## config.mk

```make
export PLATFORM = sky130hd
export DESIGN_NAME = seq_shift_add_mult
export DESIGN_NICKNAME = d
export VERILOG_FILES = /design/src/rtl/seq_mult_pkg.sv /design/src/rtl/nbit_ripple_adder.sv /design/src/rtl/seq_shift_add_mult.sv
export SDC_FILE = /design/constraint.sdc
export NUM_CORES = 1
export LEC_CHECK = 0
export ABC_AREA = 0
export ABC_CLOCK_PERIOD_IN_PS = 2200
export BUFFER_PORTS_ARGS = -buffer_cell sky130_fd_sc_hd__buf_2
export CORE_MARGIN = 1
export CORE_UTILIZATION = 35
export CTS_CLUSTER_DIAMETER = 30
export DETAILED_ROUTE_END_ITERATION = 7
export GPL_TIMING_DRIVEN = 0
export PLACE_DENSITY = 0.66
export SYNTH_ARGS = -nofsm -noshare
export SYNTH_HDL_FRONTEND = slang
export SYNTH_SLANG_ARGS = --single-unit
```

## constraint.sdc

```tcl
create_clock -name clk -period 2.2 [get_ports clk]
set_input_delay 0.33 -clock clk [delete_from_list [all_inputs] [get_ports clk]]
set_output_delay 0.33 -clock clk [all_outputs]
set_load 0.1 [all_outputs]
```

## src/rtl/seq_mult_pkg.sv

```systemverilog
`default_nettype none
// ============================================================================
// Package    : seq_mult_pkg
// Purpose    : Shared types and helpers for the sequential shift-and-add
//              multiplier: controller state encoding and a constant
//              ceil(log2) used to size the iteration counter.
// Revision   : 1.0 - initial release
// ============================================================================
package seq_mult_pkg;

  // Controller states. Encoding 2'b11 is unused and recovers to IDLE.
  typedef enum logic [1:0] {
    IDLE = 2'b00,
    RUN  = 2'b01,
    DONE = 2'b10
  } state_e;

  // ceil(log2(value)); callers only pass value >= 2, so the result is >= 1.
  function automatic int clog2(input int value);
    int res;
    int v;
    res = 0;
    v   = value - 1;
    while (v > 0) begin
      res = res + 1;
      v   = v >> 1;
    end
    return res;
  endfunction

endpackage
`default_nettype wire

```

## src/rtl/nbit_ripple_adder.sv

```systemverilog
`default_nettype none
// ============================================================================
// Module     : nbit_ripple_adder
// Purpose    : Purely combinational N-bit ripple-carry adder built from a
//              chain of N full-adder cells.
// Ports      : a    [N-1:0] in  - first operand
//              b    [N-1:0] in  - second operand
//              cin          in  - carry into bit 0
//              sum  [N-1:0] out - N-bit sum
//              cout         out - carry out of bit N-1
// Revision   : 1.0 - initial release
// ============================================================================
module nbit_ripple_adder #(
  parameter int N = 4
) (
  input  logic [N-1:0] a,
  input  logic [N-1:0] b,
  input  logic         cin,
  output logic [N-1:0] sum,
  output logic         cout
);

  // w_carry[i] is the carry into cell i; w_carry[N] leaves the chain.
  logic [N:0] w_carry;

  assign w_carry[0] = cin;

  for (genvar i = 0; i < N; i++) begin : g_fa
    assign sum[i]       = a[i] ^ b[i] ^ w_carry[i];
    assign w_carry[i+1] = (a[i] & b[i]) | (w_carry[i] & (a[i] ^ b[i]));
  end

  assign cout = w_carry[N];

endmodule
`default_nettype wire

```

## src/rtl/seq_shift_add_mult.sv

```systemverilog
`default_nettype none
// ============================================================================
// Module     : seq_shift_add_mult
// Purpose    : Sequential unsigned NxN multiplier. One shared N-bit ripple
//              adder is applied once per multiplier bit (shift-and-add); the
//              2N-bit product is registered on the final iteration and held
//              until the next completion.
// Ports      : clk              in  - system clock, rising edge
//              rst_n            in  - asynchronous active-low reset
//              start            in  - launch request, sampled in IDLE/DONE
//              a       [N-1:0]  in  - multiplicand, captured on launch
//              b       [N-1:0]  in  - multiplier, captured on launch
//              busy             out - high while iterating (RUN)
//              done             out - one-cycle pulse, product just updated
//              product [2N-1:0] out - last completed result
// Revision   : 1.0 - initial release
// ============================================================================
module seq_shift_add_mult
  import seq_mult_pkg::*;
#(
  parameter int N = 4
) (
  input  logic           clk,
  input  logic           rst_n,
  input  logic           start,
  input  logic [N-1:0]   a,
  input  logic [N-1:0]   b,
  output logic           busy,
  output logic           done,
  output logic [2*N-1:0] product
);

  localparam int CNT_W = clog2(N);

  state_e           state_q,   state_d;
  logic [N-1:0]     mcand_q,   mcand_d;
  // Upper partial product. After every shift its carry position is
  // structurally zero ({1'b0, c, s[N-1:1]}), so only the N live bits are
  // stored; the adder carry lands in the MSB.
  logic [N-1:0]     acc_q,     acc_d;
  logic [N-1:0]     q_q,       q_d;
  logic [CNT_W-1:0] cnt_q,     cnt_d;
  logic [2*N-1:0]   product_q, product_d;

  logic [N-1:0]     w_addend;
  logic [N-1:0]     w_sum;
  logic             w_cout;
  logic             w_launch;

  // The one and only adder: accumulator plus the gated multiplicand.
  assign w_addend = q_q[0] ? mcand_q : '0;

  nbit_ripple_adder #(
    .N (N)
  ) u_adder (
    .a    (acc_q),
    .b    (w_addend),
    .cin  (1'b0),
    .sum  (w_sum),
    .cout (w_cout)
  );

  // start is honoured only when not iterating; DONE relaunches back-to-back.
  assign w_launch = start && ((state_q == IDLE) || (state_q == DONE));

  always_comb begin
    state_d   = state_q;
    mcand_d   = mcand_q;
    acc_d     = acc_q;
    q_d       = q_q;
    cnt_d     = cnt_q;
    product_d = product_q;
    busy      = 1'b0;
    done      = 1'b0;

    case (state_q)
      IDLE: begin
        if (w_launch) begin
          state_d = RUN;
        end
      end

      RUN: begin
        busy  = 1'b1;
        // {acc,q} <= {c,s,q} >> 1
        acc_d = {w_cout, w_sum[N-1:1]};
        q_d   = {w_sum[0], q_q[N-1:1]};
        if (cnt_q == '0) begin
          product_d = {w_cout, w_sum, q_q[N-1:1]};
          state_d   = DONE;
        end else begin
          cnt_d = cnt_q - 1'b1;
        end
      end

      DONE: begin
        done    = 1'b1;
        state_d = w_launch ? RUN : IDLE;
      end

      default: begin
        state_d = IDLE;
      end
    endcase

    // Operand capture shared by the IDLE and DONE launch paths.
    if (w_launch) begin
      mcand_d = a;
      q_d     = b;
      acc_d   = '0;
      cnt_d   = CNT_W'(N - 1);
    end
  end

  always_ff @(posedge clk or negedge rst_n) begin
    if (!rst_n) begin
      state_q   <= IDLE;
      mcand_q   <= '0;
      acc_q     <= '0;
      q_q       <= '0;
      cnt_q     <= '0;
      product_q <= '0;
    end else begin
      state_q   <= state_d;
      mcand_q   <= mcand_d;
      acc_q     <= acc_d;
      q_q       <= q_d;
      cnt_q     <= cnt_d;
      product_q <= product_d;
    end
  end

  assign product = product_q;

endmodule
`default_nettype wire
```

# Word level (Yosys, flattened, before mapping)

Cells that the tools add are included.

Output and inout port bits: 10
Logic and storage cells: 51
Register bits after elaboration: 24

Bitwise gates (word level): 17
Equality and inequality tests: 5
Muxes and demuxes: 14
Reductions and logical operators: 8
Add/sub/neg operators: 1

Operator list:

| cell                  | number |
|---|---|
| $mux W4               | 5 |
| $mux W2               | 5 |
| $and A1 B1 Y1         | 7 |
| $xor A1 B1 Y1         | 7 |
| $ne A2 B2 Y1 const B  | 3 |
| $pmux W2 S3           | 1 |
| $reduce_and A2 Y1     | 3 |
| $logic_not A2 Y1      | 2 |
| $mux W1               | 3 |
| $or A1 B1 Y1          | 3 |
| $eq A2 B1 Y1 const B  | 1 |
| $eq A2 B2 Y1 const B  | 1 |
| $reduce_bool A2 Y1    | 1 |
| $sub A2 B1 Y2 const B | 1 |
| $logic_and A1 B1 Y1   | 1 |
| $logic_or A1 B1 Y1    | 1 |

# Logic depth before layout (Yosys ltp)

Gate-level depths: netlist (run 1).

Depth after elaboration: 10
Mapped depth: 8
Depth with buffers taken out: 8

# Hierarchy

From an unflattened synthesis (run 1), not the netlist that was laid out.

Cell total of the unflattened synthesis: 97
Area, all modules: 1232.4 sq um

Modules (own cells, without submodules):

| module             | instances | area each (sq um) | cells an instance |
|---|---|---|---|
| seq_shift_add_mult | 1         | 1114.8            | 83 |
| nbit_ripple_adder  | 1         | 117.6             | 14 |

# Least setup slack after synthesis (run 1)

No wires, ideal clock.

Path type: flip-flop to output port
From: register state_q[1]
To: output port done
Path buffers: 1
Setup slack: -91 ps
Required time: 1870 ps
Stages on the path, launching flop included: 3
Arrival: 1961 ps
Path through: dfrtp_1 > buf_2 > nor2b_1

Cells in the longest elaborated chain, start to end: 2

Ends and longest elaborated chain:

| what                     | RTL line                  | RTL |
|---|---|---|
| start: declaration       | seq_shift_add_mult.sv:35  | `state_e state_q, state_d;` |
| start signal: assignment | seq_shift_add_mult.sv:124 | `state_q <= state_d;` |
| $eq A2 B2 Y1             | seq_shift_add_mult.sv:76  | `case (state_q)` |
| $mux W1                  | seq_shift_add_mult.sv:76  |  |
| end: declaration         | seq_shift_add_mult.sv:29  | `output logic done,` |

No other way between the ends.

# Final worst setup path (run 1)

From: register mcand_q[0]
To: register acc_q[2]

Cells in the longest elaborated chain, start to end: 9

Ends and longest elaborated chain:

| what                       | RTL line                  | RTL |
|---|---|---|
| start: declaration         | seq_shift_add_mult.sv:36  | `logic [N-1:0] mcand_q, mcand_d;` |
| start signal: assignment   | seq_shift_add_mult.sv:125 | `mcand_q <= mcand_d;` |
| $mux W4                    | seq_shift_add_mult.sv:51  | `assign w_addend = q_q[0] ? mcand_q : '0;` |
| $and A1 B1 Y1 (2 in a row) | nbit_ripple_adder.sv:30   | `assign w_carry[i+1] = (a[i] & b[i]) \| (w_carry[i] & (a[i] ^ b[i]));` |
| $or A1 B1 Y1               | nbit_ripple_adder.sv:30   |  |
| $and A1 B1 Y1              | nbit_ripple_adder.sv:30   |  |
| $or A1 B1 Y1               | nbit_ripple_adder.sv:30   |  |
| $xor A1 B1 Y1              | nbit_ripple_adder.sv:29   | `assign sum[i] = a[i] ^ b[i] ^ w_carry[i];` |
| $mux W4                    | seq_shift_add_mult.sv:76  |  |
| $mux W4                    | seq_shift_add_mult.sv:107 | `if (w_launch) begin` |
| end signal: assignment     | seq_shift_add_mult.sv:119 | `acc_q <= '0;` |
| end signal: assignment     | seq_shift_add_mult.sv:126 | `acc_q <= acc_d;` |
| end: declaration           | seq_shift_add_mult.sv:40  | `logic [N-1:0] acc_q, acc_d;` |

No other way between the ends. The select of a mux whose other input is x is not followed.
A chain may end at the register's enable or synchronous reset.

==> metrics.cfg, run 1 <==
[worst_hold_path]
whs_path_depth = 2
min-delay-start = a[1]
min_to = mcand_q[1]
hold_class = in2reg

[floorplan]
die_x_um = 58.7
rows = 20
die_area_sq_um = 3450
io_pins = 21
start_util_pct = 36.9
core_area_sq_um = 3050
dieHeight_um = 58.7

[yosys]
synth_top_area_cell = dfrtp_1
synth_common_cells = dfrtp_1 (24), nand2_1 (10), inv_1 (9)
syn_area_sq_um = 1130
synth_seq_area_share_pct = 53.3
synth.distinct_cells = 28
synth_cells = 97
synth_edf_count = 0
ys_warn_count = 0
netlist_top_cells_area = dfrtp_1 (53%), fa_1 (5.3%), mux2_1 (4.0%)
ys_ff_latch = 24
netlist.area_leader.share_pct = 53.3
avgSynthCellArea_sq_um = 11.6
yosysMostFrequentCell = dfrtp_1
synth_flop_cell = dfrtp_1
syn_nets = 113
synthArstFlopShare_pct = 100

[detailed_routing]
dr.first_iter.drc_count = 19
routedWlPerCell_um = 12.7
drc_errors = 0
firstDrtPassIters = 3
postRouteAntennaNets = 0
viasPerCell = 4.69
vias = 788
routed_wl_um = 2140

[clock_network]
clock_latency_ns = 0.32
clk_path_buf_depth = 2
cts_sinks = 24
path_clk_slew_ns = 0.13
htreeDepth = 1
root_buffer = clkbuf_4
cts_buffers = 3
cts_tree = yes

[layout]
nets = 141
drive_gt1_share_pct = 33.1
fill_cells = 310
seqCellArea_sq_um = 601
multi_input_area_sq_um = 489
num_antenna_cells = 0
areaGrowthSynthToFinish_pct = 21.4

[job]
maxCapViolations = 0

[timing]
setup_violations = 0
fin_crit_sh_pct = 97.7
period_needed_ns = 2.15
skew_ns = 0.00264
tightestPinTransition_ns = 0.528
slew_headroom_pct = 64.8
hold_viol = 0
fmax_ghz = 0.465
tns_ns = 0
rsz0062_at_grt = false
drv_slew = 0

[placement]
port_buffers = 20
place.gp.congestion = 0.827
dp_hpwl_um = 1570

[global_route]
grt_pass1_wl_um = 3560
track_usage_pct = 14.2
grt_remaining_overflow = 0
grt_pass1_vias = 797
antenna_found_initial = 0
grt_start_max_net_pins = 25

[setup_path]
cp_max_fo = 2
reg2reg_slack_ns = 0.05
reg2reg_depth = 8
reg2reg_to = acc_q[2]
cp-start-kind = flip-flop
reg2reg_from = mcand_q[0]
crit_start = mcand_q[0]
cp.arrival_ns = 2.37
cp_data_required_time_ns = 2.42
crit_type = reg2reg
critPathCaptureType = flip-flop

[status]
status = complete, no violations

==> cells in the final DEF, fill, tap and decap left out, types with 2 or more instances in the layout <==
master / instances
dfrtp_1: 24
buf_2: 21
nand2_1: 10
inv_1: 8
o21ai_0: 5
a21oi_1: 5
nor2b_1: 4
mux2_1: 4
a22o_1: 3
mux2i_1: 3
a211oi_1: 3
buf_4: 3
o21ai_1: 3
mux2_2: 3
clkbuf_4: 3
nor2b_2: 2
fa_2: 2
==> routing by layer <==
metal	GRT usage [%]	vias up	routed length, um
met3	2.42	4	68
met1	16.3	388	902
met5	0	-	0
li1	-	382	-
met4	9.52	0	61
met2	24.0	14	1110
==> final cells by class <==
class / count / share of cell area (%)
repair buffers: 23 / 9.15
inverters: 9 / 2.47
multi-input cells: 60 / 35.8
well taps: 44 / 4.03
flip-flops and latches: 24 / 43.9
plain buffers: 4 / 2.01
clock buffers: 4 / 2.65
==> per-stage QoR <==
step	hold slack (ns)	worst slack, ns	cell area, sq um	util, %	std cells
6_report	0.217	0.0508	1370	44.8	168
5_1_grt	0.228	0.00821	1370	44.8	168
4_1_cts	0.215	0.0000133	1350	44.1	167
3_5_place_dp	0.342	-0.126	1290	42.1	161
3_3_place_gp	0.336	-0.0772	1290	42.1	161
2_1_floorplan	0.0344	0.0349	1130	-	97
==> cell families after synthesis <==
family                     count (synthesis)  share of synthesized area (%)
AOI/OAI and AO/OA                         22                           12.3
adders and majority gates                  5                           7.56
buffers and inverters                     13                           5.44
DFF                                       24                           53.3
muxes                                     11                           11.0
and+or+nand+nor                           22                           10.3
==> sequential cells by signal, summed over array words and instances (netlist names) <==
name	cells
acc_q	4
cnt_q	2
mcand_q	4
product	8
q_q	4
state_q	2
==> worst max-delay path by stage <==
stage / to / slack, ns / depth (start not counted)
6_report: acc_q[2] / 0.05 / 8
5_1_grt: acc_q[2] / 0.008 / 8
4_1_cts: acc_q[2] / 0.00001 / 8
3_5_place_dp: acc_q[2] / -0.13 / 8
3_3_place_gp: acc_q[2] / -0.08 / 8
2_1_floorplan: acc_q[2] / 0.03 / 8
==> repair_timing <==
action / CTS / global route
buffers inserted: 1 / 1
gates resized for setup: 3 / 4
pin swaps: 1 / 1
endpoints found under the hold margin: 24 / 0
hold buffers: 1 / 0
endpoints found under the setup margin: 3 / 2
==> worst max-delay path: stages (launching register included) <==
cell	delay (ns)
dfrtp_1	0.38
and2_4	0.16
ha_4	0.12
inv_2	0.03
fa_2	0.33
fa_2	0.34
fa_1	0.52
inv_1	0.04
o2bb2ai_1	0.11
Power of run 1 is left out: the tool's default activity adds up to more than one toggle a clock period on the data nets, which glitch-free logic cannot reach.
==> run 2: changes to the inputs <==
--- a/config.mk
+++ b/config.mk
@@ -10,10 +10,12 @@
 export BUFFER_PORTS_ARGS = -buffer_cell sky130_fd_sc_hd__buf_2
 export CORE_MARGIN = 1
 export CORE_UTILIZATION = 35
+export CTS_BUF_LIST = sky130_fd_sc_hd__clkbuf_4 sky130_fd_sc_hd__clkbuf_8 sky130_fd_sc_hd__clkbuf_16
 export CTS_CLUSTER_DIAMETER = 30
 export DETAILED_ROUTE_END_ITERATION = 7
 export GPL_TIMING_DRIVEN = 0
-export PLACE_DENSITY = 0.66
+export HOLD_SLACK_MARGIN = 0.02
+export PLACE_DENSITY_LB_ADDON = 0.15
 export SYNTH_ARGS = -nofsm -noshare
 export SYNTH_HDL_FRONTEND = slang
 export SYNTH_SLANG_ARGS = --single-unit
==> metrics.cfg, run 2 (synthesized netlist as in run 1, its figures left out) <==
[status]
status = complete, no violations  ; unchanged

[setup_path]
reg2reg_slack_ns = 0.05  ; about the same
critPathCaptureType = flip-flop  ; unchanged
crit_type = reg2reg  ; unchanged
reg2reg_from = q_q[0]  ; was mcand_q[0]
cp_data_required_time_ns = 2.45  ; was 2.42 ns
reg2reg_to = product[6]  ; was acc_q[2]
reg2reg_depth = 8  ; unchanged
cp_max_fo = 2  ; unchanged
cp-start-kind = flip-flop  ; unchanged
cp.arrival_ns = 2.40  ; was 2.37 ns

[job]
maxCapViolations = 0  ; unchanged

[clock_network]
htreeDepth = 1  ; unchanged
cts_tree = yes  ; unchanged
clk_path_buf_depth = 2  ; unchanged
path_clk_slew_ns = 0.12  ; was 0.13 ns
cts_buffers = 3  ; unchanged
clock_latency_ns = 0.31  ; was 0.32 ns
cts_sinks = 24  ; unchanged
root_buffer = clkbuf_4  ; unchanged

[timing]
setup_violations = 0  ; unchanged
drv_slew = 0  ; unchanged
slew_headroom_pct = 63.3  ; was 64.8%
worst_slack_ns = 0.0547  ; was 0.0508 ns
fin_crit_sh_pct = 97.5  ; was 97.7%
tightestPinTransition_ns = 0.551  ; was 0.528 ns
fmax_ghz = 0.466  ; was 0.465 GHz
period_needed_ns = 2.15  ; about the same
hold_viol = 0  ; unchanged
rsz0062_at_grt = true  ; was false
skew_ns = 0.00192  ; was 0.00264 ns

[worst_hold_path]
min-delay-start = a[2]  ; was a[1]
min_to = mcand_q[2]  ; was mcand_q[1]
hold_class = in2reg  ; unchanged
whs_path_depth = 2  ; unchanged

[layout]
largest_reg_flops = 8  ; unchanged
num_antenna_cells = 0  ; unchanged
final_common_cell = dfrtp_1  ; unchanged
stdcell_count = 167  ; was 168
drive_gt1_share_pct = 34.1  ; was 33.1%
nets = 141  ; unchanged
mostFrequentLayoutCells = dfrtp_1 (24), buf_2 (21), nand2_1 (10)  ; unchanged
areaGrowthSynthToFinish_pct = 21.1  ; was 21.4%

[placement]
dp_hpwl_um = 1560  ; was 1570 um
place.gp.congestion = 0.740  ; was 0.827
port_buffers = 20  ; unchanged
dp.cells = 161  ; unchanged
pre_cts_slack_ns = -0.153  ; was -0.126 ns

[floorplan]
io_pins = 21  ; unchanged
dieHeight_um = 58.7  ; unchanged
rows = 20  ; unchanged
core_area_sq_um = 3050  ; unchanged
die_area_sq_um = 3450  ; unchanged
die_x_um = 58.7  ; unchanged
start_util_pct = 36.9  ; unchanged

[detailed_routing]
firstDrtPassIters = 3  ; unchanged
dr.first_iter.drc_count = 13  ; was 19
postRouteAntennaNets = 0  ; unchanged
vias = 773  ; was 788
routedWlPerCell_um = 13.1  ; was 12.7 um
routed_wl_um = 2180  ; was 2140 um
viasPerCell = 4.63  ; was 4.69
drc_errors = 0  ; unchanged

[global_route]
grt_remaining_overflow = 0  ; unchanged
track_usage_pct = 14.7  ; was 14.2%
antenna_found_initial = 0  ; unchanged
grt_pass1_wl_um = 3610  ; was 3560 um
grt_pass1_vias = 760  ; was 797
grt_start_max_net_pins = 25  ; unchanged

## run 2: worst max-delay path by stage
stage	startpoint	to	slack, ns	cells after the start
floorplan	q_q[0]	acc_q[2]	0.03	8
global placement	q_q[0]	acc_q[2]	-0.10	8
detailed placement	q_q[0]	acc_q[2]	-0.15	8
CTS	mcand_q[0]	acc_q[2]	-0.09	8
global route	mcand_q[0]	acc_q[2]	-0.01	8
finish	q_q[0]	product[6]	0.05	8
## run 2: area by class of cell
type | instances | area, sq um
inverters | 9 | 33.8
multi-input cells | 60 | 499
flip-flops and latches | 24 | 601
fillers | 324 | 1690
repair buffers | 23 | 125
well taps | 44 | 55.1
plain buffers | 4 | 27.5
clock buffers | 3 | 22.5
## run 2: timing repair
action                     4_1_cts  5_1_grt
gates resized for setup          4        5
setup endpoints to repair        3        3
pin swaps                        2        2
hold endpoints to repair        24        0
hold buffers                     1        0
setup buffers                    1        1
## run 2: per-stage QoR
| step | instance area, sq um | setup TNS [ns] | util, % | hold WS [ns] |
|---|---|---|---|---|
| after floorplan | 1130 | 0 | - | 0.0344 |
| after global placement | 1290 | -0.193 | 42.1 | 0.349 |
| after detailed placement | 1290 | -0.331 | 42.1 | 0.352 |
| after CTS | 1330 | -0.120 | 43.7 | 0.209 |
| after global routing | 1360 | -0.0214 | 44.7 | 0.214 |
| final | 1360 | 0 | 44.7 | 0.222 |
## run 2: critical path, cell delays in order, from the launching register on
cell and delay, ns:
dfrtp_1 0.37, and2_4 0.16, ha_4 0.12, inv_2 0.03
fa_2 0.32, fa_2 0.35, fa_1 0.46, buf_4 0.15
o21ai_2 0.11
## run 2: routing by layer
metal,global-route usage [%],vias to the layer above,routed length (um)
li1,-,381,-
met1,20.8,377,1080
met2,22.1,11,1000
met3,1.98,4,55
met4,7.14,0,43
met5,0,-,0
Power of run 2 is left out for the same reason.
